## config.mk

```make
export PLATFORM = sky130hd
export DESIGN_NAME = rocc_cmd_queue
export DESIGN_NICKNAME = d
export VERILOG_FILES = /design/src/rtl/rocc_cmd_queue.sv
export SDC_FILE = /design/constraint.sdc
export NUM_CORES = 1
export LEC_CHECK = 0
export BUFFER_PORTS_ARGS = -buffer_cell sky130_fd_sc_hd__buf_2
export CAP_MARGIN = 25
export CORE_ASPECT_RATIO = 1.1
export CORE_UTILIZATION = 40
export DETAILED_ROUTE_END_ITERATION = 12
export GPL_ROUTABILITY_DRIVEN = 0
export MAX_ROUTING_LAYER = met4
export PLACE_DENSITY = 0.56
export SETUP_SLACK_MARGIN = 0.02
export SLEW_MARGIN = 20
export SYNTH_ARGS = -nofsm -noshare
export SYNTH_HDL_FRONTEND = slang
export SYNTH_SLANG_ARGS = --single-unit
```

## constraint.sdc

```tcl
create_clock -name clock -period 3.65 [get_ports clock]
set_input_delay 0.365 -clock clock [delete_from_list [all_inputs] [get_ports clock]]
set_output_delay 0.365 -clock clock [all_outputs]
set_load 0.005 [all_outputs]
```

## src/rtl/rocc_cmd_queue.sv

```systemverilog
// RoCC command queue: DEPTH-entry FIFO between core and accelerator, gates xd=1 issue on owed responses.
// Optional RCQ_STATS_EN adds push and stall counters.
module rocc_cmd_queue #(
  parameter int DEPTH           = 4,
  parameter int MAX_OUTSTANDING = 2
) (
  input  logic                                   clock,
  input  logic                                   reset,
  input  logic                                   cpu_cmd_valid,
  output logic                                   cpu_cmd_ready,
  input  logic [6:0]                             cpu_cmd_funct,
  input  logic [4:0]                             cpu_cmd_rd,
  input  logic                                   cpu_cmd_xd,
  input  logic [63:0]                            cpu_cmd_rs1,
  input  logic [63:0]                            cpu_cmd_rs2,
  output logic                                   acc_cmd_valid,
  input  logic                                   acc_cmd_ready,
  output logic [6:0]                             acc_cmd_funct,
  output logic [4:0]                             acc_cmd_rd,
  output logic                                   acc_cmd_xd,
  output logic [63:0]                            acc_cmd_rs1,
  output logic [63:0]                            acc_cmd_rs2,
  input  logic                                   acc_resp_valid,
  input  logic                                   acc_resp_ready,
  input  logic                                   flush,
  output logic                                   busy,
  output logic [$clog2(DEPTH):0]                 level,
  output logic [$clog2(MAX_OUTSTANDING+1)-1:0]   outstanding,
  output logic                                   resp_underflow
`ifdef RCQ_STATS_EN
  ,
  output logic [31:0]                            stat_cmds,
  output logic [31:0]                            stat_stall_cycles
`endif
);

  localparam int AW = $clog2(DEPTH);
  localparam int PW = AW + 1;
  localparam int OW = $clog2(MAX_OUTSTANDING + 1);

  logic [6:0]  funct_mem [DEPTH];
  logic [4:0]  rd_mem    [DEPTH];
  logic        xd_mem    [DEPTH];
  logic [63:0] rs1_mem   [DEPTH];
  logic [63:0] rs2_mem   [DEPTH];

  logic [PW-1:0] wptr;
  logic [PW-1:0] rptr;
  logic          empty;
  logic          full;
  logic          at_limit;
  logic          push;
  logic          pop;
  logic          resp;
  logic          inc;

  assign empty = (wptr == rptr);
  assign full  = (wptr[AW-1:0] == rptr[AW-1:0]) && (wptr[AW] != rptr[AW]);

  assign acc_cmd_funct = funct_mem[rptr[AW-1:0]];
  assign acc_cmd_rd    = rd_mem[rptr[AW-1:0]];
  assign acc_cmd_xd    = xd_mem[rptr[AW-1:0]];
  assign acc_cmd_rs1   = rs1_mem[rptr[AW-1:0]];
  assign acc_cmd_rs2   = rs2_mem[rptr[AW-1:0]];

  // Only xd=1 heads wait for a free response slot; xd=0 heads always go.
  assign at_limit      = (outstanding == OW'(MAX_OUTSTANDING));
  assign acc_cmd_valid = !empty && !(acc_cmd_xd && at_limit);
  assign cpu_cmd_ready = !full;

  assign push = cpu_cmd_valid && cpu_cmd_ready;
  assign pop  = acc_cmd_valid && acc_cmd_ready;
  assign resp = acc_resp_valid && acc_resp_ready;
  assign inc  = pop && acc_cmd_xd && !flush;

  assign level = wptr - rptr;
  assign busy  = !empty || (outstanding != '0);

  always_ff @(posedge clock or negedge reset) begin
    if (!reset) begin
      wptr <= '0;
      rptr <= '0;
    end else if (flush) begin
      wptr <= '0;
      rptr <= '0;
    end else begin
      if (push) wptr <= wptr + PW'(1);
      if (pop)  rptr <= rptr + PW'(1);
    end
  end

  always_ff @(posedge clock or negedge reset) begin
    if (!reset) begin
      for (int i = 0; i < DEPTH; i++) begin
        funct_mem[i] <= '0;
        rd_mem[i]    <= '0;
        xd_mem[i]    <= 1'b0;
        rs1_mem[i]   <= '0;
        rs2_mem[i]   <= '0;
      end
    end else if (push && !flush) begin
      funct_mem[wptr[AW-1:0]] <= cpu_cmd_funct;
      rd_mem[wptr[AW-1:0]]    <= cpu_cmd_rd;
      xd_mem[wptr[AW-1:0]]    <= cpu_cmd_xd;
      rs1_mem[wptr[AW-1:0]]   <= cpu_cmd_rs1;
      rs2_mem[wptr[AW-1:0]]   <= cpu_cmd_rs2;
    end
  end

  // Responses keep draining through a flush since they are still in flight.
  always_ff @(posedge clock or negedge reset) begin
    if (!reset) begin
      outstanding    <= '0;
      resp_underflow <= 1'b0;
    end else if (inc && !resp) begin
      outstanding <= outstanding + OW'(1);
    end else if (!inc && resp) begin
      if (outstanding == '0) resp_underflow <= 1'b1;
      else                   outstanding    <= outstanding - OW'(1);
    end
  end

`ifdef RCQ_STATS_EN
  always_ff @(posedge clock or negedge reset) begin
    if (!reset) begin
      stat_cmds         <= '0;
      stat_stall_cycles <= '0;
    end else begin
      if (push)                           stat_cmds         <= stat_cmds + 32'd1;
      if (cpu_cmd_valid && !cpu_cmd_ready) stat_stall_cycles <= stat_stall_cycles + 32'd1;
    end
  end
`endif

endmodule

```

After elaboration in Yosys (flattened, before gate mapping)
Cells that the tools add are included.
{ "op_classes": {"n_bitwise": 3, "mux": 35, "eq_ne": 5, "n_reduce_logical": 26, "magnitude_cmp": 3, "addsub": 5} }
{ "op_table": {"columns": ["operator", "n"], "rows": [
  ["bitwise mux 256 bit", 2],
  ["2-to-1 mux 64 bit", 5],
  ["binary-select mux 64 bit (select 2 bit)", 2],
  ["demux 64 bit (select 2 bit)", 1],
  ["bitwise mux 28 bit", 1],
  ["2-to-1 mux 7 bit", 3],
  ["bitwise mux 20 bit", 1],
  ["2-to-1 mux 5 bit", 3],
  ["binary-select mux 7 bit (select 2 bit)", 1],
  ["demux 7 bit (select 2 bit)", 1],
  ["logical AND 1 bit", 12],
  ["2-to-1 mux 3 bit", 4],
  ["binary-select mux 5 bit (select 2 bit)", 1],
  ["demux 5 bit (select 2 bit)", 1],
  ["nonzero test 2 bit", 4],
  ["adder 3 x 1 -> 3 bit, second input constant", 2],
  [">= comparator 3 bit, second input constant", 2],
  ["logical NOT 1 bit", 6],
  ["2-to-1 mux 2 bit", 3],
  ["NOT 2 -> 3 bit", 2],
  ["bitwise mux 4 bit", 1],
  ["equality test 3 bit", 1],
  ["less-than comparator 3 x 1 -> 1 bit, second input constant", 1],
  ["2-to-1 mux 1 bit", 3],
  ["14 further kinds", 14]
]} }
{ "word_totals": {"regBits": 573, "wordCells": 101, "output_inout_bits": 150, "inputBits": 148} }

Logic depth before layout (Yosys ltp)
{ "depth": {"ltp_word": 14, "ltp_mapped": 11, "mapped_depth_nobuf": 10} }

Worst setup path after synthesis
No wires, ideal clock.
{ "synth_timing": {"path_kind": "flip-flop to flip-flop", "from": "reg rptr[1]", "to": "reg outstanding[1]", "t_required_ns": 3.584, "setup_time_ns": 0.066, "synth_period_minus_slack_ns": 2.487, "slack_ns": 1.163, "arrival_time_ns": 2.421, "path_stages_with_launch": 12, "path_buffers": 1, "path_cell_list": "dfrtp_1 > clkbuf_1 > inv_1 > ha_1 > nand2_1 > o32ai_1 > nor3b_1 > and3b_1 > ha_1 > nor3b_1 > o21ai_0 > nand2_1"} }
{ "synth_between": {"elab_chain_len": 14, "elab_cells_between_ends": 19, "classes_between": "eq/ne (2); mux (4); bitwise (1); reduce/logical (12)"} }
{ "synth_lines": {"columns": ["item", "line_no", "rtl"], "rows": [
  ["from (decl)", "48", "logic [PW-1:0] rptr;"],
  ["from (signal assigned)", "88", "if (pop) rptr <= rptr + PW'(1);"],
  ["NOT 2 -> 3 bit (implied by the code)", "62", "assign acc_cmd_xd = xd_mem[rptr[AW-1:0]];"],
  ["binary-select mux 1 bit (select 2 bit)", "62", null],
  ["2-to-1 mux 1 bit (implied by the code) (2 in series)", "62", null],
  ["logical AND 1 bit", "68", "assign acc_cmd_valid = !empty && !(acc_cmd_xd && at_limit);"],
  ["logical NOT 1 bit", "68", null],
  ["logical AND 1 bit", "68", null],
  ["logical AND 1 bit", "72", "assign pop = acc_cmd_valid && acc_cmd_ready;"],
  ["logical AND 1 bit (*) (2 in series)", "74", "assign inc = pop && acc_cmd_xd && !flush;"],
  ["logical NOT 1 bit", "117", "end else if (!inc && resp) begin"],
  ["logical AND 1 bit", "117", null],
  ["nonzero test 2 bit (no line)", null, null],
  ["AND reduction 2 bit (no line)", null, null],
  ["to (signal assigned)", "116", "outstanding <= outstanding + OW'(1);"],
  ["to (signal assigned)", "119", "else outstanding <= outstanding - OW'(1);"],
  ["to (decl)", "28", "output logic [$clog2(MAX_OUTSTANDING+1)-1:0] outstanding,"]
]} }
Mark *: on every way between the ends. The rest lies on a longest branch, timed or not. The select of a mux whose other input is x is not followed.
A chain may end at the register's enable or synchronous reset.

Worst setup path in the final report
{ "layout_timing": {"from": "reg rptr[1]", "to": "out acc_cmd_rs2[44]"} }
{ "layout_between": {"elab_chain_len": 4} }
{ "layout_lines": {"columns": ["item", "line_no", "rtl"], "rows": [
  ["NOT 2 -> 3 bit (implied by the code)", "64", "assign acc_cmd_rs2 = rs2_mem[rptr[AW-1:0]];"],
  ["binary-select mux 64 bit (select 2 bit)", "64", null],
  ["2-to-1 mux 64 bit (implied by the code) (2 in series)", "64", null],
  ["to (decl)", "22", "output logic [63:0] acc_cmd_rs2,"]
]} }
No other way between the ends. The select of a mux whose other input is x is not followed.

==> results.txt <==
Sequential fraction of the synthesis area - 57.3%
Worst supply voltage drop on vdd - 0.424 mV
Actual transition at the worst max-transition pin - 0.816 ns
Die Wd - 241 um
Startpoint-to-endpoint class of the critical path - register to output pin
Unique masters post-synth - 31
Worst Setup EP - acc_cmd_rs2[44]
Worst slew slack as a fraction of its limit - 45.6%
Worst-Skew Late Latency - 0.62 ns
Mapped Avg Cell Area - 17.4 um2
Sw Pwr - 5.28 mW
Number of remaining DRC errors - 0
Leakage power - 13.9 nW
Number of nets in the layout - 2,018
CP startpoint kind - register
Cell area power density - 670 mW/mm2
Crit path max-delay cell type - sky130_fd_sc_hd__buf_4
Summed instance area of the synthesized netlist - 0.0250 mm2
Startpoint of the worst register-to-register path - rptr[0]$_DFFE_PN0P_
Setup slack on the worst flop-to-flop path - 0.91 ns
First-pass detailed-route iteration total - 4
CTS sink cnt - 573
Summed negative setup slack over all endpoints - 0 ns
Site row count - 95
Die outline height - 264 um
Via/cell ratio - 5.22
Total of buffers placed on input and output ports - 297
Mean routed wirelength per cell - 21.1 um
Largest fanout on the critical path - 112
Minimum clock period - 3.24 ns
Syn nets - 1,599
Number of endpoints with negative hold slack in the final report - 0
Max Cap Violations - 0
First-pass GRT wire length - 92,900 um
Register share of total power - 44.3%
Required time worst endpoint - 3.28 ns
Clock tree from TritonCTS - built
Post-placement cell area - 0.0274 mm2
Switching portion of total power - 25.7%
Post-cts resize count - 0
Unrepaired setup endpoints after global routing - no
Routed WL - 57,800 um
Layout cell share with drive strength beyond 1 - 60.1%
Upper clock frequency limit - 309 MHz
Core Footprint - 0.0615 mm2
Final Max Slew Viols - 0
Largest stage delay on the critical path - 0.61 ns
Data arrival, critical path - 2.87 ns
Largest net degree at the start of global routing - 113
Critical Path End Type - output pin
Antenna Violating Nets Remaining - 0
Die Footprint - 0.0636 mm2
Synthesized flop and latch total - 573
Area Growth Syn to Fin - 22.7%
Fin Clk Skew - 0.0272 ns
Worst hold path type - primary input to register
Leftover overflow at the end of global routing - 0
Final total power - 20.6 mW
Vias post-DR - 14,300
Inserted Clock Buffers - 61
Portion of total power attributed to the clock network - 31.3%
Number of global-route vias before repair - 15,900
Ordered list of cells on the worst path - buf_12 -> buf_4 -> mux4_2 -> buf_2
Clock transition at the registers of the reported paths - 0.06 ns
Final number of setup-violating endpoints - 0
Clock root buffer master - sky130_fd_sc_hd__clkbuf_16
Overall Global Routing Usage - 19.3%
Count of routing violations after the opening detailed-route iteration - 516
Antenna violations before repair - 9
Detailed Place HPWL - 35,700 um
Initial core utilization - 40.7%
Number of cell instances on the worst register-to-register path - 6
Status - complete, no violations
CTS HTree Levels - 2
Post-route cell area - 0.0307 mm2
Worst R2R End - rs1_mem[221]$_DFFE_PN0P_
Fill cell count - 5,278
Number of cells produced by synthesis - 1,441
Start point of the critical path - rptr[1]$_DFFE_PN0P_
Internal power contribution - 15.3 mW
CTS Buffer Depth - 3
Yosys synthesis warning count - 0
Fin crit share - 88.7%
Combinational power share - 24.5%
Ports placed on the boundary - 298
-- final cells by class --
| type | count | area, um2 | share of cell area, % |
|---|---|---|---|
| diodes | 9 | 22.5 | 0.0733 |
| clock buffers | 90 | 1870 | 6.08 |
| clock inverters | 16 | 236 | 0.770 |
| inverters | 7 | 26.3 | 0.0855 |
| multi-input cells | 768 | 10100 | 32.7 |
| flip-flops and latches | 573 | 14300 | 46.7 |
| well taps | 824 | 1030 | 3.36 |
| repair buffers | 449 | 3140 | 10.2 |
-- power groups by stage --
stage | Clock, mW | Combinational (mW) | Sequential, mW
after floorplan | 0 | 3.45 | 8.88
after global placement | 0 | 4.91 | 9.10
after detailed placement | 0 | 5.03 | 9.22
after CTS | 6.67 | 5.16 | 9.11
after global routing | 6.90 | 5.48 | 9.35
final | 6.43 | 5.03 | 9.11
-- worst min path at each step --
stage          cells past startpoint                        from  slack [ns]                    endpoint
2_1_floorplan                      0                       reset        0.07    funct_mem[0]$_DFFE_PN0P_
3_3_place_gp                       1  resp_underflow$_DFFE_PN0P_        0.44  resp_underflow$_DFFE_PN0P_
3_5_place_dp                       1  resp_underflow$_DFFE_PN0P_        0.44  resp_underflow$_DFFE_PN0P_
4_1_cts                            2             cpu_cmd_rs2[51]      0.0001    rs2_mem[179]$_DFFE_PN0P_
5_1_grt                            2             cpu_cmd_rs2[59]        0.01    rs2_mem[251]$_DFFE_PN0P_
6_report                           2             cpu_cmd_rs1[42]        0.04    rs1_mem[170]$_DFFE_PN0P_
-- cells in the final DEF, fill, tap and decap left out, types with 6 or more instances in the layout --
| master | count |
|---|---|
| sky130_fd_sc_hd__buf_12 | 17 |
| sky130_fd_sc_hd__buf_2 | 296 |
| sky130_fd_sc_hd__buf_4 | 19 |
| sky130_fd_sc_hd__bufinv_16 | 6 |
| sky130_fd_sc_hd__clkbuf_1 | 8 |
| sky130_fd_sc_hd__clkbuf_16 | 63 |
| sky130_fd_sc_hd__clkbuf_8 | 19 |
| sky130_fd_sc_hd__clkinv_2 | 8 |
| sky130_fd_sc_hd__dfrtp_1 | 571 |
| sky130_fd_sc_hd__diode_2 | 9 |
| sky130_fd_sc_hd__dlygate4sd3_1 | 116 |
| sky130_fd_sc_hd__ha_1 | 9 |
| sky130_fd_sc_hd__inv_1 | 7 |
| sky130_fd_sc_hd__mux2_2 | 566 |
| sky130_fd_sc_hd__mux4_2 | 140 |
| sky130_fd_sc_hd__nand2_1 | 7 |
| sky130_fd_sc_hd__nor2_1 | 7 |
-- worst max-delay path, delay by kind of cell, from the launching register on --
kind     cells  cell delay [ns]
buf+inv      3             1.35
flops        1             0.42
mux          1             0.40
-- metrics by stage --
| stage | instances | worst slack, ns | utilization, % | hold slack [ns] |
|---|---|---|---|---|
| 6_report | 2736 | 0.411 | 50.0 | 0.0436 |
| 3_3_place_gp | 2505 | 0.876 | 44.6 | 0.440 |
| 5_1_grt | 2736 | 0.290 | 50.0 | 0.0150 |
| 4_1_cts | 2727 | 0.326 | 50.0 | 0.000106 |
| 3_5_place_dp | 2505 | 0.913 | 44.6 | 0.443 |
| 2_1_floorplan | 1441 | 1.16 | - | 0.0694 |
-- per-layer routing --
layer / track usage [%] / wire [um] / up-vias
met2: 30.7 / 28200 / 247
met1: 25.1 / 25400 / 7700
met4: 4.98 / 1190 / 0
li1: - / - / 6250
met5: - / 0 / -
met3: 4.24 / 2970 / 85
-- synth_stat cells --
cell type                    n  area share (%)
sky130_fd_sc_hd__xnor2_1     3            0.10
sky130_fd_sc_hd__a21oi_1     1           0.020
sky130_fd_sc_hd__ha_1        9            0.45
sky130_fd_sc_hd__nand2_2     4            0.10
sky130_fd_sc_hd__o32ai_1     1           0.035
sky130_fd_sc_hd__nand3_1     2           0.040
sky130_fd_sc_hd__buf_1       3           0.045
sky130_fd_sc_hd__nand3b_1    1           0.030
sky130_fd_sc_hd__nor3_1      2           0.040
sky130_fd_sc_hd__nor3b_1     2           0.060
sky130_fd_sc_hd__buf_4       4            0.12
sky130_fd_sc_hd__o21ai_0     4           0.080
sky130_fd_sc_hd__a311oi_4    1            0.10
sky130_fd_sc_hd__nand4_1     1           0.025
sky130_fd_sc_hd__mux2_2    566              25
sky130_fd_sc_hd__mux2i_1     4            0.16
sky130_fd_sc_hd__inv_1       7            0.10
sky130_fd_sc_hd__nand2_1     7            0.10
sky130_fd_sc_hd__o211ai_1    1           0.030
sky130_fd_sc_hd__and3b_1     1           0.035
sky130_fd_sc_hd__fa_1        1           0.080
sky130_fd_sc_hd__nand2b_1    3           0.075
sky130_fd_sc_hd__buf_2      33            0.66
sky130_fd_sc_hd__xor2_1      2           0.070
sky130_fd_sc_hd__nor2_1      7            0.10
sky130_fd_sc_hd__nor2b_1     4            0.10
sky130_fd_sc_hd__dfrtp_1   573              57
sky130_fd_sc_hd__a21o_1      1           0.030
sky130_fd_sc_hd__clkbuf_1   17            0.25
sky130_fd_sc_hd__buf_6      36             1.6
sky130_fd_sc_hd__mux4_2    140              13
-- logic make-up (layout without fill, tap and decap cells) --
| family | Yosys count | count (layout) | synth area share, % |
|---|---|---|---|
| other cells | 0 | 9 | 0 |
| buf+inv | 100 | 562 | 2.80 |
| flops | 573 | 573 | 57.3 |
| mux | 710 | 710 | 38.2 |
| xor+xnor | 5 | 5 | 0.175 |
| fa+ha+maj | 10 | 10 | 0.530 |
| simple gates | 34 | 34 | 0.715 |
| compound gates | 9 | 9 | 0.300 |
-- registers in the layout, summed over array words and instances (netlist names) --
name,cells
rs1_mem,256
rs2_mem,256
funct_mem,28
rd_mem,20
xd_mem,4
rptr,3
wptr,3
outstanding,2
resp_underflow,1
-- timing repair --
action | 4_1_cts | 5_1_grt
endpoints found under the hold margin | 484 | 0
hold buffers | 116 | 0
buffers inserted | 0 | 0
Note: power is estimated with default switching activity, not from simulation.
